File: src/rtl/moore_seq_detect.sv
// =============================================================================
// Module   : moore_seq_detect
// Brief    : Parametrised Moore serial pattern detector with KMP-style fallback.
//            Optional saturating match counter enabled by MOORE_SEQ_DETECT_CNT_EN.
// Revision : 1.0
// =============================================================================
`default_nettype none

module moore_seq_detect #(
  parameter int          N       = 4,
  parameter logic [N-1:0] PATTERN = 4'b1011,
  parameter bit          OVERLAP = 1'b1,
  parameter int          SW      = $clog2(N+1)
) (
  input  logic          clk,
  input  logic          reset,
  input  logic          x,
  input  logic          x_en,
  output logic          z,
  output logic [SW-1:0] s
`ifdef MOORE_SEQ_DETECT_CNT_EN
  ,
  output logic [7:0]    match_cnt
`endif
);

  localparam int          c_NUM_CODES = 2**SW;
  localparam logic [SW-1:0] c_FULL    = SW'(N);

  // Successor of state k after accepting bit b. The history of state k is
  // exactly the k-bit pattern prefix, so the fallback is a pure constant.
  function automatic logic [SW-1:0] f_next(input int k, input logic b);
    logic [16:0]   hist;
    logic [SW-1:0] res;
    logic          found;
    logic          ok;
    int            lim;
    res   = '0;
    found = 1'b0;
    hist  = '0;
    lim   = 0;
    if (k > N) begin
      res = '0;
    end else if ((k == N) && !OVERLAP) begin
      res = (b == PATTERN[N-1]) ? SW'(1) : '0;
    end else begin
      hist[0] = b;
      for (int i = 1; i <= k; i++) begin
        hist[i] = PATTERN[N-k+i-1];
      end
      lim = (k + 1 > N) ? N : k + 1;
      for (int j = lim; j >= 1; j--) begin
        ok = 1'b1;
        for (int i = 0; i < j; i++) begin
          if (hist[i] != PATTERN[N-j+i]) ok = 1'b0;
        end
        if (ok && !found) begin
          res   = SW'(j);
          found = 1'b1;
        end
      end
    end
    return res;
  endfunction

  logic [SW-1:0] w_nxt0 [c_NUM_CODES];
  logic [SW-1:0] w_nxt1 [c_NUM_CODES];

  generate
    for (genvar k = 0; k < c_NUM_CODES; k++) begin : g_tab
      localparam logic [SW-1:0] c_N0 = f_next(k, 1'b0);
      localparam logic [SW-1:0] c_N1 = f_next(k, 1'b1);
      assign w_nxt0[k] = c_N0;
      assign w_nxt1[k] = c_N1;
    end
  endgenerate

  logic [SW-1:0] state_q;
  logic [SW-1:0] state_d;

  always_ff @(posedge clk) begin
    if (reset) begin
      state_q <= '0;
    end else begin
      state_q <= state_d;
    end
  end

  always_comb begin
    state_d = state_q;
    if (x_en) begin
      state_d = x ? w_nxt1[state_q] : w_nxt0[state_q];
    end
  end

  always_comb begin
    z = (state_q == c_FULL);
    s = state_q;
  end

`ifdef MOORE_SEQ_DETECT_CNT_EN
  logic [7:0] cnt_q;
  logic [7:0] cnt_d;

  always_ff @(posedge clk) begin
    if (reset) begin
      cnt_q <= '0;
    end else begin
      cnt_q <= cnt_d;
    end
  end

  always_comb begin
    cnt_d = cnt_q;
    if (x_en && (state_d == c_FULL) && (cnt_q != 8'hFF)) begin
      cnt_d = cnt_q + 8'd1;
    end
  end

  assign match_cnt = cnt_q;
`endif

endmodule

`default_nettype wire
File: config.mk
export PLATFORM = sky130hd
export DESIGN_NAME = moore_seq_detect
export DESIGN_NICKNAME = d
export VERILOG_FILES = /design/src/rtl/moore_seq_detect.sv
export SDC_FILE = /design/constraint.sdc
export NUM_CORES = 1
export LEC_CHECK = 0
export BUFFER_PORTS_ARGS = -buffer_cell sky130_fd_sc_hd__clkbuf_2
export CAP_MARGIN = 20
export CORE_AREA = 2 2 39 41
export DETAILED_ROUTE_END_ITERATION = 10
export DIE_AREA = 0 0 41 43
export HOLD_SLACK_MARGIN = 0.02
export PLACE_DENSITY = 0.36
export SLEW_MARGIN = 15
export SYNTH_ARGS = -nofsm -noshare
export SYNTH_HDL_FRONTEND = slang
export SYNTH_SLANG_ARGS = --single-unit
File: constraint.sdc
create_clock -name clk -period 1.42 [get_ports clk]
set_clock_uncertainty 0.2 [all_clocks]
set_input_delay 0.213 -clock clk [delete_from_list [all_inputs] [get_ports clk]]
set_output_delay 0.213 -clock clk [all_outputs]
set_load 0.005 [all_outputs]
==> results of run 1 <==
[cell type report]
class / instances / area, sq um / share of cell area, %
flip-flops and latches: 3 / 61.3 / 24.1
inverters: 1 / 3.75 / 1.48
multi-input cells: 15 / 97.6 / 38.4
clock buffers: 4 / 26.3 / 10.3
repair buffers: 8 / 45.0 / 17.7
well taps: 16 / 20.0 / 7.88
[synthesized netlist by cell type]
cell	number	area share (%)
a21oi_1	3	9.3
dfxtp_1	3	37
nor2_1	2	4.7
a22oi_1	1	4.7
and2b_2	1	5.4
and4b_2	1	7.0
inv_1	1	2.3
nand2_1	1	2.3
nor2b_1	1	3.9
nor3b_1	1	4.7
nor3b_2	1	7.8
o211ai_1	1	4.7
o21ai_0	1	3.1
o21ai_1	1	3.1
[layer usage]
metal	up-vias	global-route usage [%]	part of all wire [%]
met4	0	4.00	0
met1	72	5.13	51
met3	0	4.71	12
met2	8	6.25	36
li1	93	-	-
met5	-	0	0
[critical path, delay by kind of cell, from the launching register on]
family / cells / cell delay, ns
buffers and inverters: 1 / 0.14
DFF: 1 / 0.37
and+or+nand+nor: 1 / 0.20
[per-stage QoR]
step / area, sq um / power, mW / cells
finish: 254 / 0.257 / 47
global route: 254 / 0.274 / 47
CTS: 254 / 0.265 / 47
detailed placement: 216 / 0.111 / 42
global placement: 216 / 0.111 / 42
floorplan: 161 / 0.100 / 19
[worst paths after layout]
kind	cells after the start	startpoint	end	slack, ns
max	2	s[2]	z	0.06
min	3	x	s[0]	0.09
max reg2reg	3	s[0]	s[0]	0.27
min reg2reg	2	s[1]	s[1]	0.33
[logic make-up after synthesis]
group | Yosys count
buf+inv | 1
simple gates | 8
compound gates | 7
flops | 3
[repair_timing]
item | in CTS | in global routing
setup endpoints to repair | 1 | 0
hold buffers | 1 | 0
endpoints found under the hold margin | 3 | 0
gates resized for setup | 1 | 0
[power groups by stage]
stage	clock network, mW	logic [mW]	registers [mW]
global placement	0	0.0184	0.0922
floorplan	0	0.00864	0.0918
global route	0.159	0.0236	0.0914
finish	0.146	0.0204	0.0910
detailed placement	0	0.0186	0.0922
CTS	0.153	0.0208	0.0910
==> flow_metrics.tcl, run 1 <==
set metrics [dict create \
    routed_wl_um 356 \
    synth_area_sq_um 161 \
    switching_share_pct 20.9 \
    dp_slack_ns 0.213 \
    leakage_nw 0.110 \
    final_common_cell "clkbuf_2" \
    cts_tree "built" \
    synthCells 19 \
    cts_max_level 1 \
    clk_latency_ns 0.23 \
    ir_worst_vdd_v 0.000238 \
    core_area_sq_um 1380 \
    via_per_inst 3.68 \
    synthSimpleGateAreaFrac_pct 35.7 \
    ys_warn_count 0 \
    avgSynthCellArea_sq_um 8.50 \
    pwr-share-comb_pct 7.9 \
    p_per_area_nw_per_um2 1010 \
    whs_ns 0.0921 \
    final_hold_viol_count 0 \
    slowest_stage "dfxtp_2" \
    antenna_found_initial 0 \
    first_pass_iters 1 \
    worstMarginPinSlew_ns 0.262 \
    grt_pass1_vias 167 \
    grt_pass1_wl_um 558 \
    start_util_pct 11.7 \
    die_area_sq_um 1760 \
    post_cts_buffers 0 \
    rows 14 \
    final-setup-viol-count 0 \
    antenna_cells 0 \
    period_minus_slack_ns 1.36 \
    worst_setup_path_end_kind "output port" \
    seq_area_frac_synth_pct 37.2 \
    clockBufferDepth 2 \
    drt-initial-drc-count 0 \
    critPathLaunchType "register" \
    ys_ff_latch 3 \
    io_buffers 7 \
    final_util_pct 18.4 \
    cp_data_required_time_ns 1.01 \
    fillCellCount 163 \
    wl_per_cell_um 7.57 \
    cap_violations 0 \
    die_x_um 41 \
    final_cell_mix "7 x clkbuf_2, 3 x a21oi_1, 3 x clkbuf_4, 2 x nor2_1, 2 x dfxtp_1" \
    io_pins 8 \
    finalCritPeriodShare_pct 95.6 \
    synth_cell_types 14 \
    synth-compound-area-share_pct 24.8 \
    synth_fa_ha_area_share_pct 0 \
    cts_sinks 3 \
    synthesis.nets 23 \
    slowest_delay_ns 0.37 \
    drtAntennaViolNets 0 \
    vias 173 \
    fin_ws_ns 0.0619 \
    nets 36 \
    areaGrowthSynthToFinish_pct 57.4 \
    power.internal_mw 0.204 \
    status "completed" \
    tns_ns 0 \
    synthMuxAreaShare_pct 0 \
    synth_top_family_by_area "simple AND/OR/NAND/NOR gates" \
    die_h_um 43 \
    path_clk_slew_ns 0.04 \
    rsz0062_at_grt "no" \
    grt_overflow 0 \
    maxSlewViolCount 0 \
    crit_path_cell_trace "nor3b_2, clkbuf_2" \
    grt_usage_pct 5.12 \
    cp_max_fo 8 \
    drive_above_1_share_pct 45.2 \
    seqPwrFrac_pct 35.4 \
    numCtsBuffers 3 \
    fmax_ghz 0.736 \
    gp_congestion 0.674 \
    cts-root-buf "clkbuf_4" \
    clockPowerShare_pct 56.7 \
    drc 0 \
    p_switching_mw 0.0538 \
    slew_headroom_pct 82.5 \
    hold_class "input pin to register" \
    largest_reg_flops 3 \
    synth-xor-area-share_pct 0 \
    crit_type "register to output port" \
    grt_max_degree 9 \
    cp_data_arrival_time_ns 0.95 \
]
Note: power is estimated with default switching activity, not from simulation.
==> run 2, diff against run 1 <==
- BUFFER_PORTS_ARGS: -buffer_cell sky130_fd_sc_hd__clkbuf_2 -> unset
- DONT_BUFFER_PORTS: unset -> 1
- GPL_ROUTABILITY_DRIVEN: unset -> 0
- PLACE_DENSITY: 0.36 -> 0.3
==> run 2 against run 1 <==
Effect of this change: register-to-register slack got worse by 0.05 ns; count of clock-buffer cells in the layout is the same; critical endpoint unchanged; critical path depth fell by 1; first-iteration DRC count up 2; highest routed layer unchanged; fmax is 7.0% higher.
==> flow_metrics.tcl, run 2 (synthesis results as in run 1) <==
set metrics [dict create \
    cts_max_level 1 \
    crit_start "s[0]" \
    whs_ns 0.0792 \
    hold_class "input pin to register" \
    final_util_pct 17.7 \
    place_area_sq_um 181 \
    ir_worst_vdd_v 0.000142 \
    die_area_sq_um 1760 \
    cts-root-buf "clkbuf_4" \
    fin_cells 42 \
    drt-initial-drc-count 2 \
    grt_overflow 0 \
    status "completed" \
    grt_pass1_vias 188 \
    drtAntennaViolNets 0 \
    leakage_nw 0.0856 \
    crit_family "flip-flops" \
    seqPwrFrac_pct 36.0 \
    period_minus_slack_ns 1.27 \
    clockBufferDepth 2 \
    final-setup-viol-count 0 \
    path_clk_slew_ns 0.04 \
    dp_slack_ns 0.195 \
    io_buffers 0 \
    worst_setup_path_end_kind "output port" \
    largest_reg_flops 3 \
    slew_headroom_pct 78.8 \
    drive_above_1_share_pct 26.9 \
    finalCritPeriodShare_pct 89.4 \
    p_per_area_nw_per_um2 1040 \
    drc 0 \
    fillCellCount 163 \
    grt_pass1_wl_um 600 \
    clockPowerShare_pct 57.1 \
    fin_ws_ns 0.151 \
    rsz0062_at_grt "no" \
    cap_violations 0 \
    post_cts_buffers 0 \
    cp_data_arrival_time_ns 0.86 \
    rows 14 \
    clk_latency_ns 0.23 \
    wl_per_cell_um 9.00 \
    power.internal_mw 0.203 \
    grt_max_degree 9 \
    start_util_pct 11.7 \
    fin_total_pwr_mw 0.256 \
    core_area_sq_um 1380 \
    switching_share_pct 20.6 \
    fmax_ghz 0.788 \
    antenna_found_initial 0 \
    final_cell_area_sq_um 245 \
    areaGrowthSynthToFinish_pct 51.9 \
    via_per_inst 3.90 \
    path_buf_inv 0 \
    r2r_start "s[0]" \
    die_h_um 43 \
    pwr-share-comb_pct 6.9 \
    worstMarginPinSlew_ns 0.317 \
    cp_max_fo 8 \
    dpl.cell_count 35 \
    vias 164 \
    slowest_delay_ns 0.39 \
    slowest_stage "dfxtp_1" \
    cp_data_required_time_ns 1.01 \
    nets 31 \
    maxSlewViolCount 0 \
    io_pins 8 \
    die_x_um 41 \
    cts_tree "built" \
    crit_type "register to output port" \
    tns_ns 0 \
    critPathLaunchType "register" \
    min_from "x_en" \
    cts_sinks 3 \
    crit_path_cell_trace "nor3b_4" \
    ff2ff_setup_slack_ns 0.22 \
    numCtsBuffers 3 \
    p_switching_mw 0.0527 \
    final_cell_mix "3 x a21oi_1, 3 x clkbuf_4, 3 x dlygate4sd3_1, 2 x nor2_1, 2 x dfxtp_1" \
    first_pass_iters 2 \
    antenna_cells 0 \
    routed_wl_um 378 \
    final_hold_viol_count 0 \
    grt_usage_pct 5.91 \
]
-- run 2: routing by layer --
layer,track usage [%],wire length [um],vias to the layer above
met3,5.24,65,0
met4,8.00,0,0
met1,4.15,149,72
met5,0,0,-
li1,-,-,84
met2,7.50,163,8
-- run 2: final timing paths --
kind / endpoint / depth (start not counted)
worst max-delay path: z / 1
worst min-delay path: s[1] / 3
worst max register to register: s[0] / 3
worst min register to register: s[1] / 2
-- run 2: cell type report --
| cell class | count | area [sq um] | area share, % |
|---|---|---|---|
| timing repair buffer | 3 | 30.0 | 12.2 |
| clock buffer | 4 | 26.3 | 10.7 |
| sequential | 3 | 61.3 | 25.0 |
| inverter | 1 | 3.75 | 1.53 |
| tap | 16 | 20.0 | 8.16 |
| multi-input combinational | 15 | 104 | 42.3 |
-- run 2: what timing repair did --
item | CTS | global route
hold buffers | 3 | 0
setup endpoints to repair | 0 | 1
gates resized for setup | 0 | 2
hold endpoints to repair | 3 | 0
-- run 2: power by group through the flow --
stage | Clock (mW) | Combinational, mW | Sequential [mW]
after floorplan | 0 | 0.00864 | 0.0918
after global placement | 0 | 0.00960 | 0.0928
after detailed placement | 0 | 0.00984 | 0.0928
after CTS | 0.156 | 0.0183 | 0.0915
after global routing | 0.168 | 0.0203 | 0.0926
final | 0.146 | 0.0178 | 0.0922
-- run 2: worst reg2reg max path, cell delays in order, from the launching register on --
cell      delay (ns)
dfxtp_1         0.50
a21oi_1         0.11
o211ai_1        0.20
a21oi_1         0.09
